$ cat src/rtl/rf_write_arbiter_pkg.sv
// Shared core constants for the writeback path: data/index widths, writeback
// source ids and the register-file write arbiter state encoding.
package rf_write_arbiter_pkg;

    localparam int XLEN       = 32;
    localparam int REG_ADDR_W = 5;
    localparam int NUM_WB_SRC = 3;

    typedef enum logic [1:0] {
        SRC_ALU  = 2'd0,
        SRC_LOAD = 2'd1,
        SRC_CSR  = 2'd2
    } wb_src_e;

    // Two-hot-free encoding leaves spare codes, which recover to HOLD.
    typedef enum logic [1:0] {
        HOLD = 2'b01,
        RUN  = 2'b10
    } arb_state_e;

endpackage

$ cat src/rtl/rr_priority_pick.sv
// Combinational rotating-priority picker: first set request at or after i_ptr
// (ascending, wrapping) wins. Shared by the RF write and memory-port arbiters.
module rr_priority_pick #(
    parameter int N   = 3,
    parameter int IDW = (N > 1) ? $clog2(N) : 1
) (
    input  logic [N-1:0]   i_req,
    input  logic [IDW-1:0] i_ptr,
    output logic [N-1:0]   o_gnt,
    output logic [IDW-1:0] o_idx,
    output logic           o_any
);

    logic w_found;

    always_comb begin
        o_gnt   = '0;
        o_idx   = '0;
        w_found = 1'b0;
        for (int k = 0; k < N; k++) begin
            if (!w_found && i_req[(int'(i_ptr) + k) % N]) begin
                w_found                       = 1'b1;
                o_gnt[(int'(i_ptr) + k) % N]  = 1'b1;
                o_idx                         = IDW'((int'(i_ptr) + k) % N);
            end
        end
    end

    assign o_any = w_found;

endmodule

$ cat src/rtl/rf_write_arbiter.sv
// Round-robin arbiter sharing the register-file write port among writeback
// sources; the winning write appears on a registered port one cycle later.
module rf_write_arbiter #(
    parameter int NUM_REQ = rf_write_arbiter_pkg::NUM_WB_SRC,
    parameter int XLEN    = rf_write_arbiter_pkg::XLEN,
    parameter int ADDR_W  = rf_write_arbiter_pkg::REG_ADDR_W
) (
    input  logic                      clk,
    input  logic                      rst,
    input  logic [NUM_REQ-1:0]        req_valid,
    input  logic [NUM_REQ*ADDR_W-1:0] req_addr,
    input  logic [NUM_REQ*XLEN-1:0]   req_data,
    output logic [NUM_REQ-1:0]        req_ready,
    output logic                      wr_en,
    output logic [ADDR_W-1:0]         wr_addr,
    output logic [XLEN-1:0]           wr_data,
    output logic [$clog2(NUM_REQ)-1:0] wr_src
);
    import rf_write_arbiter_pkg::*;

    localparam int ID_W = $clog2(NUM_REQ);

    arb_state_e          r_state;
    arb_state_e          w_state_nxt;
    logic                w_run;
    logic [ID_W-1:0]     r_ptr;
    logic [NUM_REQ-1:0]  w_gnt;
    logic [ID_W-1:0]     w_idx;
    logic                w_any;
    logic                w_hs;
    logic [ADDR_W-1:0]   w_sel_addr;
    logic [XLEN-1:0]     w_sel_data;
    logic                r_wr_en;
    logic [ADDR_W-1:0]   r_wr_addr;
    logic [XLEN-1:0]     r_wr_data;
    logic [ID_W-1:0]     r_wr_src;

    always_ff @(posedge clk or negedge rst) begin
        if (!rst) r_state <= HOLD;
        else      r_state <= w_state_nxt;
    end

    always_comb begin
        w_state_nxt = HOLD;
        w_run       = 1'b0;
        case (r_state)
            HOLD: w_state_nxt = RUN;
            RUN: begin
                w_state_nxt = RUN;
                w_run       = 1'b1;
            end
            default: w_state_nxt = HOLD;
        endcase
    end

    rr_priority_pick #(.N(NUM_REQ), .IDW(ID_W)) u_pick (
        .i_req (req_valid),
        .i_ptr (r_ptr),
        .o_gnt (w_gnt),
        .o_idx (w_idx),
        .o_any (w_any)
    );

    // Grant is a pure function of valid, pointer and state, never of payload.
    assign req_ready  = w_run ? w_gnt : '0;
    assign w_hs       = w_run && w_any;
    assign w_sel_addr = req_addr[w_idx*ADDR_W +: ADDR_W];
    assign w_sel_data = req_data[w_idx*XLEN +: XLEN];

    // x0 writes still load addr/data/src so the consumed request is visible.
    always_ff @(posedge clk or negedge rst) begin
        if (!rst) begin
            r_wr_en   <= 1'b0;
            r_wr_addr <= '0;
            r_wr_data <= '0;
            r_wr_src  <= '0;
            r_ptr     <= '0;
        end else if (w_hs) begin
            r_wr_en   <= (w_sel_addr != '0);
            r_wr_addr <= w_sel_addr;
            r_wr_data <= w_sel_data;
            r_wr_src  <= w_idx;
            r_ptr     <= (w_idx == ID_W'(NUM_REQ - 1)) ? '0 : w_idx + 1'b1;
        end else begin
            r_wr_en   <= 1'b0;
        end
    end

    assign wr_en   = r_wr_en;
    assign wr_addr = r_wr_addr;
    assign wr_data = r_wr_data;
    assign wr_src  = r_wr_src;

endmodule

$ cat config.mk
export PLATFORM = sky130hd
export DESIGN_NAME = rf_write_arbiter
export DESIGN_NICKNAME = d
export VERILOG_FILES = /design/src/rtl/rf_write_arbiter_pkg.sv /design/src/rtl/rr_priority_pick.sv /design/src/rtl/rf_write_arbiter.sv
export SDC_FILE = /design/constraint.sdc
export NUM_CORES = 1
export LEC_CHECK = 0
export BUFFER_PORTS_ARGS = -buffer_cell sky130_fd_sc_hd__buf_2
export CORE_MARGIN = 2
export CORE_UTILIZATION = 30
export CTS_CLUSTER_DIAMETER = 60
export DETAILED_ROUTE_END_ITERATION = 16
export HOLD_SLACK_MARGIN = 0.15
export PLACE_DENSITY_LB_ADDON = 0.05
export SYNTH_ARGS = -nofsm -noshare
export SYNTH_HDL_FRONTEND = slang
export SYNTH_SLANG_ARGS = --single-unit
export TNS_END_PERCENT = 20
$ cat constraint.sdc
create_clock -name clk -period 3.8 [get_ports clk]
set_input_delay 0.38 -clock clk [delete_from_list [all_inputs] [get_ports clk]]
set_output_delay 0.38 -clock clk [all_outputs]
set_load 0.005 [all_outputs]
# Yosys cells after proc, flatten, opt, wreduce, memory -nomap -nowiden
# Index checks and enable logic that the tools add are counted.
dict set report totals {
  romBits 0
  reg_bits 44
  mem_bits_rw 0
  latch_bits 0
  out_inout_bits 43
  inputBits 116
  elab_cells 65
  n_memories 0
}
dict set report classes {
  magnitude_cmp 6
  shifts 2
  mux 29
  n_div 3
  n_eq_ne 3
  addsub 3
  n_reduce_logical 10
  bitwise_logic 2
  multipliers 1
}
# op count
set op_table {}
lappend op_table {{32-bit by 1-bit >= comparator with 1-bit output, second input constant} 3}
lappend op_table {{32-bit by 4-bit < comparator with 1-bit output, second input constant} 3}
lappend op_table {{96-bit by 8-bit indexed part select with 32-bit output} 1}
lappend op_table {{32-bit by 3-bit modulo with 32-bit output, second input constant} 2}
lappend op_table {{3-bit by 3-bit modulo with 32-bit output, second input constant} 1}
lappend op_table {{15-bit by 6-bit indexed part select with 5-bit output} 1}
lappend op_table {{1-bit two-way mux} 14}
lappend op_table {{3-bit two-way mux} 4}
lappend op_table {{2-bit two-way mux} 5}
lappend op_table {{1-bit binary-select mux with 2-bit select} 3}
lappend op_table {{1-bit demux with 2-bit select} 3}
lappend op_table {{1-bit logical AND} 6}
lappend op_table {{3-bit OR} 2}
lappend op_table {{2-bit by 3-bit multiplier with 5-bit output, second input constant} 1}
lappend op_table {{5-bit nonzero test} 1}
lappend op_table {{2-bit equality test, second input constant} 2}
lappend op_table {{2-bit by 1-bit adder with 3-bit output, second input constant} 1}
lappend op_table {{2-bit by 2-bit adder with 3-bit output, second input constant} 1}
lappend op_table {{2-bit by 1-bit adder with 2-bit output, second input constant} 1}
lappend op_table {{2-bit by 1-bit equality test with 1-bit output, second input constant} 1}
lappend op_table {{1-bit logical NOT} 2}
lappend op_table {{2-bit OR reduction} 1}

# Depth between registers and ports, before layout
# Gate-level depths: netlist of the first run.
dict set report logic_depth {
  depth_word 15
  mapped_depth 11
  ltp_nobuf 9
}

# Modules after synthesis
# From an unflattened synthesis of the first run, not the netlist that was laid out.
dict set report hier_totals {
  hier_cells 324
  hier_area_um2 2758.9
}
# mod seq_area_each_um2 area_each_um2 instances cells_per_inst
set by_module_without_submodules {}
lappend by_module_without_submodules {rf_write_arbiter 1102.3 2377.3 1 272}
lappend by_module_without_submodules {rr_priority_pick 0.0 381.6 1 52}

# Least setup slack after synthesis of the first run
# Ideal clock, no wire load.
dict set report synth_timing {
  kind {register to register}
  startpoint {reg r_ptr[1]}
  endpoint {reg r_wr_en (netlist: wr_en)}
  arrival_time_ns 2.549
  path_buffers 1
  setup_ns 0.142
  period_less_slack_ns 2.692
  required_time_ns 3.658
  path_stages_with_launch 11
  setup_slack_ns 1.108
  path_cell_list {dfrtp_1 > inv_1 > ha_1 > buf_6 > mux2_4 > mux2_4 > a311o_4 > nand2_8 > mux2_2 > a211oi_1 > a41oi_1}
}
dict set report synth_between {
  elab_chain_len 15
  elab_cells_between_ends 29
  classes_between {2 x add/sub; 1 x mul; 3 x div; 1 x shift; 16 x mux; 6 x reduce/logical}
}
# element line_no
set synth_lines {}
lappend synth_lines {{from (decl)} rf_write_arbiter.sv:26} ;# logic [ID_W-1:0] r_ptr;
lappend synth_lines {{from (signal assigned)} rf_write_arbiter.sv:83} ;# r_ptr <= (w_idx == ID_W'(NUM_REQ - 1)) ? '0 : w_idx + 1'b1;
lappend synth_lines {{parallel branches: the longest is 14 deep, another holds 32-bit by 3-bit modulo with 32-bit output} n/a}
lappend synth_lines {{1-bit two-way mux *} rf_write_arbiter.sv:78} ;# end else if (w_hs) begin
lappend synth_lines {{to (signal assigned)} rf_write_arbiter.sv:79} ;# r_wr_en <= (w_sel_addr != '0);
lappend synth_lines {{to (decl)} rf_write_arbiter.sv:33} ;# logic r_wr_en;
# Mark *: on every way between the ends. The select of a mux whose other input is x is not followed.
# A chain may end at the register's enable or synchronous reset.

# Final worst setup path of the first run
# Ends and elaborated chain as after synthesis.

==> results of run 1 <==
## layout by cell type (no fill, tap or decap), types with 6 or more instances in the layout
master                     synthesis  layout
sky130_fd_sc_hd__nand2_1          13      13
sky130_fd_sc_hd__mux2i_1          35      35
sky130_fd_sc_hd__a21o_1           32      32
sky130_fd_sc_hd__a21oi_1           6       6
sky130_fd_sc_hd__inv_1             6       6
sky130_fd_sc_hd__nor2_1           41      41
sky130_fd_sc_hd__buf_2             8     158
sky130_fd_sc_hd__clkbuf_8          0       6
sky130_fd_sc_hd__dfrtp_1          43      43
sky130_fd_sc_hd__a211oi_2         29      29
## per-stage QoR
stage	utilization, %	cells	worst slack, ns	hold WS [ns]	area [um^2]
6_report	41.7	558	0.657	0.240	3890
5_1_grt	41.7	558	0.485	0.335	3890
4_1_cts	41.7	558	0.670	0.296	3890
3_5_place_dp	40.7	550	0.685	0.460	3790
3_3_place_gp	40.7	550	0.764	0.454	3790
2_1_floorplan	-	279	1.11	0.0844	2910
## layer usage
metal	vias to the layer above	share of wire (%)	wire, um
met3	2	6.8	498
met1	1152	43	3150
met5	-	0	0
met4	0	0.50	36
met2	81	49	3590
li1	1306	-	-
## registers in the layout, summed over array words and instances (netlist names)
signal and count:
wr_src 2, wr_addr 5, wr_data 32, r_state 2, wr_en 1, r_ptr 2
## worst register-to-register path: cells and delay by family (launching register included)
family / cells / cell delay [ns]
AND/OR/NAND/NOR: 1 / 0.31
adder cells (fa/ha/maj): 1 / 0.31
AO/OA/AOI/OAI: 3 / 0.80
buffers and inverters: 1 / 0.09
multiplexers: 3 / 1.06
flip-flops: 1 / 0.43
## cells in the mapped netlist, drive strengths merged, types with 4 or more instances
cell and n:
dfrtp 43, nor2 41, mux2i 35, a211oi 33, a21o 32, nand2 14
buf 13, o21ai 10, clkbuf 8, mux2 7, a21oi 6, inv 6
ha 5, nor2b 4
## power by group
part           internal (W)  switching (W)  total, W
Combinational       0.00125        0.00140   0.00265
Clock              0.000148       0.000154  0.000302
Sequential         0.000729       0.000112  0.000840
Total               0.00213        0.00167   0.00379
## final cells by class
class / count / area share [%]
Clock inverter: 1 / 0.193
Timing Repair Buffer: 163 / 21.9
Tap cell: 129 / 4.15
Inverter: 6 / 0.579
Clock buffer: 7 / 2.22
Multi-Input combinational cell: 208 / 42.6
Sequential cell: 44 / 28.3
## kinds of logic after synthesis
kind of cell / Yosys count / share of synthesized area, %
compound gates: 93 / 28.4
simple gates: 68 / 10.7
flops: 44 / 37.9
mux: 42 / 15.0
buf+inv: 27 / 5.89
fa+ha+maj: 5 / 2.15
## worst max-delay path by stage
stage,start,to
final,r_ptr[1]$_DFFE_PN0P_,wr_en$_DFF_PN0_
after global routing,r_ptr[1]$_DFFE_PN0P_,wr_en$_DFF_PN0_
after CTS,r_ptr[1]$_DFFE_PN0P_,wr_en$_DFF_PN0_
after global placement,r_ptr[1]$_DFFE_PN0P_,wr_en$_DFF_PN0_
after floorplan,r_ptr[1]$_DFFE_PN0P_,wr_en$_DFF_PN0_
after detailed placement,r_ptr[1]$_DFFE_PN0P_,wr_en$_DFF_PN0_
==> impl_metrics.env, run 1 <==
export IMPL_route_detailed_wl_per_inst_um=13.0
export IMPL_crit_reg2reg_launch="r_ptr[1]$_DFFE_PN0P_"
export IMPL_num_vias=2541
export IMPL_die_h_um=102
export IMPL_slew_headroom_pct=35.6
export IMPL_crit_chain="inv_1 -> ha_1 -> mux2_4 -> mux2_4 -> a311o_4 -> nand2_8 -> mux2_2 -> a211oi_1 -> a41oi_1"
export IMPL_worst_r2r_setup_slack_ns=0.66
export IMPL_gp_congestion=0.707
export IMPL_top_level_pins=159
export IMPL_crit_top_cell="sky130_fd_sc_hd__mux2_4"
export IMPL_reg2reg_depth=9
export IMPL_netlist_cell_type_count=39
export IMPL_use_met3_pct=3.49
export IMPL_yosys_warnings=0
export IMPL_cts_sinks=44
export IMPL_power_density_relative_to_cell_area_nw_per_um2=975
export IMPL_cp_slowest_stage_delay_ns=0.43
export IMPL_drt_pass1_iter_count=4
export IMPL_synth_area_top_cells="sky130_fd_sc_hd__dfrtp_1 (37%), sky130_fd_sc_hd__a211oi_2 (12%), sky130_fd_sc_hd__mux2i_1 (12%)"
export IMPL_postSynthNetCount=400
export IMPL_syn_to_layout_area_delta_pct=33.7
export IMPL_initial_standard_cell_utilization_of_the_core_pct=31.2
export IMPL_synth_async_sr_flop_share_pct=100
export IMPL_totalPowerFinal_w=0.00379
export IMPL_achievable_frequency_mhz=318
export IMPL_post_cts_resized=0
export IMPL_antenna_cells=0
export IMPL_layout_nets=549
export IMPL_post_cts_repair_setup_buffers=0
export IMPL_post_synth_top_area_fraction_pct=37.0
export IMPL_fillerInstances=957
export IMPL_first_pass_grt_wire_length_mm=11.2
export IMPL_p_leak_nw=2.06
export IMPL_final_setup_viol_count=0
export IMPL_skew_ns=0.00672
export IMPL_synth_area_um2=2910
export IMPL_ys_seq_area_share_pct=37.9
export IMPL_rows=35
export IMPL_cp_top_family="multiplexers"
export IMPL_dp_final_hpwl_mm=5.60
export IMPL_outcome="completed"
export IMPL_drv_max_cap_violation_count=0
export IMPL_grt_antenna_before_repair=0
export IMPL_postSynth_topFlopCell="sky130_fd_sc_hd__dfrtp_1"
export IMPL_grt_max_degree=45
export IMPL_netlist_top_cell_by_area="sky130_fd_sc_hd__dfrtp_1"
export IMPL_syn_mean_instance_area_um2=10.4
export IMPL_cts_tree="yes"
export IMPL_clkLatencyLatePin_ns=0.29
export IMPL_maxSlewViolCount=0
export IMPL_crit_fanout=37
export IMPL_timing_critical_path_buf_inv=1
export IMPL_numCtsBuffers=5
export IMPL_cts_root_buf="sky130_fd_sc_hd__clkbuf_8"
export IMPL_synth_instances=279
export IMPL_ff_latch_area_um2=1100
export IMPL_htree_levels=2
export IMPL_grt_ovfl_total=0
export IMPL_die_w_um=102
export IMPL_rr_endpoint="wr_en$_DFF_PN0_"
export IMPL_period_needed_ns=3.14
export IMPL_holdBufCountCts=0
export IMPL_critical_path_cell_count=9
export IMPL_synth_edff_count=0
export IMPL_cts_buffer_depth=2
export IMPL_core_area_um2=9330
export IMPL_drc=0
export IMPL_multi_input_comb_area_um2=1660
export IMPL_ir_drop_mv=0.363
export IMPL_routed_wirelength_mm=7.27
export IMPL_required_worst_endpoint_ns=3.95
export IMPL_first_global_vias=2435
export IMPL_count_of_routing_violations_after_the_opening_detailed_route_iteration=46
export IMPL_worstPathArrival_ns=3.29
export IMPL_crit_path_capture_type="flop"
export IMPL_crit_type="flop to flop"
export IMPL_post_drt_via_cell_ratio=4.55
export IMPL_synth_seq_cells=44
export IMPL_grt_use_met1_pct=16.6
export IMPL_grt_setup_unrepaired="no"
export IMPL_cp_start_kind="flop"
export IMPL_max_slew_worst_pin_slew_ns=0.967
export IMPL_totalNegativeSetupSlack_ns=0
export IMPL_post_route_cells_drive_above_1_share_pct=49.0
export IMPL_cpMaxStageDelayCell="sky130_fd_sc_hd__dfrtp_1"
export IMPL_fp_dieArea_um2=10500
export IMPL_drt_antenna_violating_nets=0
export IMPL_hold_viol=0
export IMPL_fin_crit_sh_pct=82.7
export IMPL_cts_reportedPaths_clkPinSlew_ns=0.08
export IMPL_gr_usage_met2_pct=23.3
export IMPL_min_path_type="input pin to async pin"
export IMPL_port_buffer_count=158
export IMPL_track_usage_pct=13.3
export IMPL_top_usage_layer="met2"
Note: power is estimated with default switching activity, not from simulation.
==> run 2: changes to the inputs <==
clock period = 2.58 ns   (was 3.8 ns; I/O delays follow)
==> impl_metrics.env, run 2 (same netlist as run 1, synthesis figures left out) <==
export IMPL_numCtsBuffers=5
export IMPL_max_slew_worst_pin_slew_ns=0.499
export IMPL_track_usage_pct=14.5
export IMPL_outcome="completed"
export IMPL_worst_r2r_setup_slack_ns=0.01
export IMPL_first_global_vias=2551
export IMPL_initial_standard_cell_utilization_of_the_core_pct=31.2
export IMPL_post_layout_nonfiller_instances=580
export IMPL_min_path_type="input pin to flop"
export IMPL_final_cell_mix="sky130_fd_sc_hd__buf_2 (158), sky130_fd_sc_hd__dfrtp_1 (42), sky130_fd_sc_hd__nor2_1 (41), sky130_fd_sc_hd__a21o_1 (32), sky130_fd_sc_hd__a211oi_2 (30)"
export IMPL_fp_dieArea_um2=10500
export IMPL_fin_crit_sh_pct=99.5
export IMPL_reg2reg_depth=9
export IMPL_num_vias=2706
export IMPL_cts_reportedPaths_clkPinSlew_ns=0.08
export IMPL_whs_path_depth=3
export IMPL_drv_max_cap_violation_count=0
export IMPL_cts_tree="yes"
export IMPL_largest_register_ffs=32
export IMPL_rows=35
export IMPL_final_setup_viol_count=0
export IMPL_layout_nets=571
export IMPL_clkLatencyLatePin_ns=0.29
export IMPL_holdPathEnd="wr_addr[4]$_DFFE_PN0P_"
export IMPL_core_area_um2=9330
export IMPL_dpl_instance_area_um2=4010
export IMPL_die_w_um=102
export IMPL_cp_top_family="multiplexers"
export IMPL_grt_ovfl_total=0
export IMPL_antenna_cells=0
export IMPL_cts_root_buf="sky130_fd_sc_hd__clkbuf_8"
export IMPL_post_route_cells_drive_above_1_share_pct=57.2
export IMPL_route_detailed_wl_per_inst_um=14.1
export IMPL_setup_worst_path_start="r_ptr[1]$_DFFE_PN0P_"
export IMPL_post_drt_via_cell_ratio=4.67
export IMPL_cp_slowest_stage_delay_ns=0.44
export IMPL_cpMaxStageDelayCell="sky130_fd_sc_hd__a311o_4"
export IMPL_crit_fanout=5
export IMPL_crit_top_cell="sky130_fd_sc_hd__mux2_4"
export IMPL_first_pass_grt_wire_length_mm=12.0
export IMPL_achievable_frequency_mhz=390
export IMPL_power_density_relative_to_cell_area_nw_per_um2=1530
export IMPL_grt_antenna_before_repair=0
export IMPL_cts_buffer_depth=2
export IMPL_fillerInstances=936
export IMPL_cp_start_kind="flop"
export IMPL_p_leak_nw=2.19
export IMPL_crit_path_capture_type="flop"
export IMPL_grt_max_degree=41
export IMPL_drt_antenna_violating_nets=0
export IMPL_hold_viol=0
export IMPL_ir_drop_mv=0.752
export IMPL_skew_ns=0.00492
export IMPL_grt_setup_unrepaired="yes"
export IMPL_crit_chain="inv_2 -> ha_4 -> mux2_4 -> mux2_4 -> a311o_4 -> nand2_8 -> mux2_4 -> mux2i_2 -> a41oi_1"
export IMPL_maxSlewViolCount=0
export IMPL_rr_endpoint="wr_en$_DFF_PN0_"
export IMPL_final_cell_area_um2=4310
export IMPL_required_worst_endpoint_ns=2.75
export IMPL_drt_pass1_iter_count=4
export IMPL_timing_critical_path_buf_inv=1
export IMPL_count_of_routing_violations_after_the_opening_detailed_route_iteration=50
export IMPL_top_level_pins=159
export IMPL_period_needed_ns=2.57
export IMPL_most_common_cell_after_layout_fill_and_taps_aside="sky130_fd_sc_hd__buf_2"
export IMPL_worstPathArrival_ns=2.73
export IMPL_cts_sinks=44
export IMPL_drc=0
export IMPL_critical_path_cell_count=9
export IMPL_die_h_um=102
export IMPL_syn_to_layout_area_delta_pct=48.1
export IMPL_slew_headroom_pct=66.8
export IMPL_crit_type="flop to flop"
export IMPL_hp_start="req_addr[14]"
export IMPL_dp_final_hpwl_mm=6.11
export IMPL_gp_congestion=0.850
export IMPL_routed_wirelength_mm=8.16
export IMPL_htree_levels=2
export IMPL_placed_cells_incl_taps=566
export IMPL_port_buffer_count=158
export IMPL_crit_reg2reg_launch="r_ptr[1]$_DFFE_PN0P_"
## run 2: worst min-delay path, stage by stage
cell and delay, ns:
sky130_fd_sc_hd__buf_2 0.09, sky130_fd_sc_hd__mux2i_2 0.07, sky130_fd_sc_hd__o21ai_1 0.11
## run 2: cell type report
type	count	area (um^2)	area share, %
clock buffers	7	86.3	2.00
clock inverters	1	7.51	0.174
inverters	6	22.5	0.523
multi-input cells	209	1780	41.3
flip-flops and latches	44	1100	25.6
well taps	129	161	3.75
repair buffers	184	1150	26.6
## run 2: worst max path at each step
stage / endpoint / slack (ns)
after floorplan: wr_en$_DFF_PN0_ / 0.02
after global placement: wr_data[31]$_DFFE_PN0P_ / 0.07
after detailed placement: wr_en$_DFF_PN0_ / 0.01
after CTS: wr_data[30]$_DFFE_PN0P_ / 0.007
after global routing: wr_en$_DFF_PN0_ / -0.07
final: wr_en$_DFF_PN0_ / 0.01
## run 2: metal layers
layer / part of all wire [%] / track usage, %
met1: 42 / 17.7
met2: 51 / 25.5
met3: 6.3 / 3.90
met4: 1.2 / 3.59
met5: 0 / 0
## run 2: stage by stage
step           setup slack [ns]  TNS [ns]  power [W]  utilization, %  hold slack, ns
2_1_floorplan            0.0152         0    0.00435               -         -0.0376
3_3_place_gp             0.0729         0    0.00571            43.0           0.255
3_5_place_dp             0.0137         0    0.00574            43.0           0.263
4_1_cts                 0.00732         0    0.00625            44.2           0.287
5_1_grt                 -0.0696     -1.51    0.00714            46.2           0.268
6_report                 0.0131         0    0.00660            46.2           0.284
## run 2: repair_timing
item                                   in CTS  in global routing
gates cloned                                0                  3
setup endpoints to repair                   2                 38
pin swaps                                   0                 16
endpoints found under the hold margin      20                  0
setup buffers                               0                  2
gates resized for setup                     2                 29
hold buffers                                1                  0
## run 2: where the power goes
part           total [W]  switching [W]  internal, W
Sequential       0.00126       0.000183      0.00108
Combinational    0.00488        0.00232      0.00256
Clock           0.000459       0.000241     0.000218
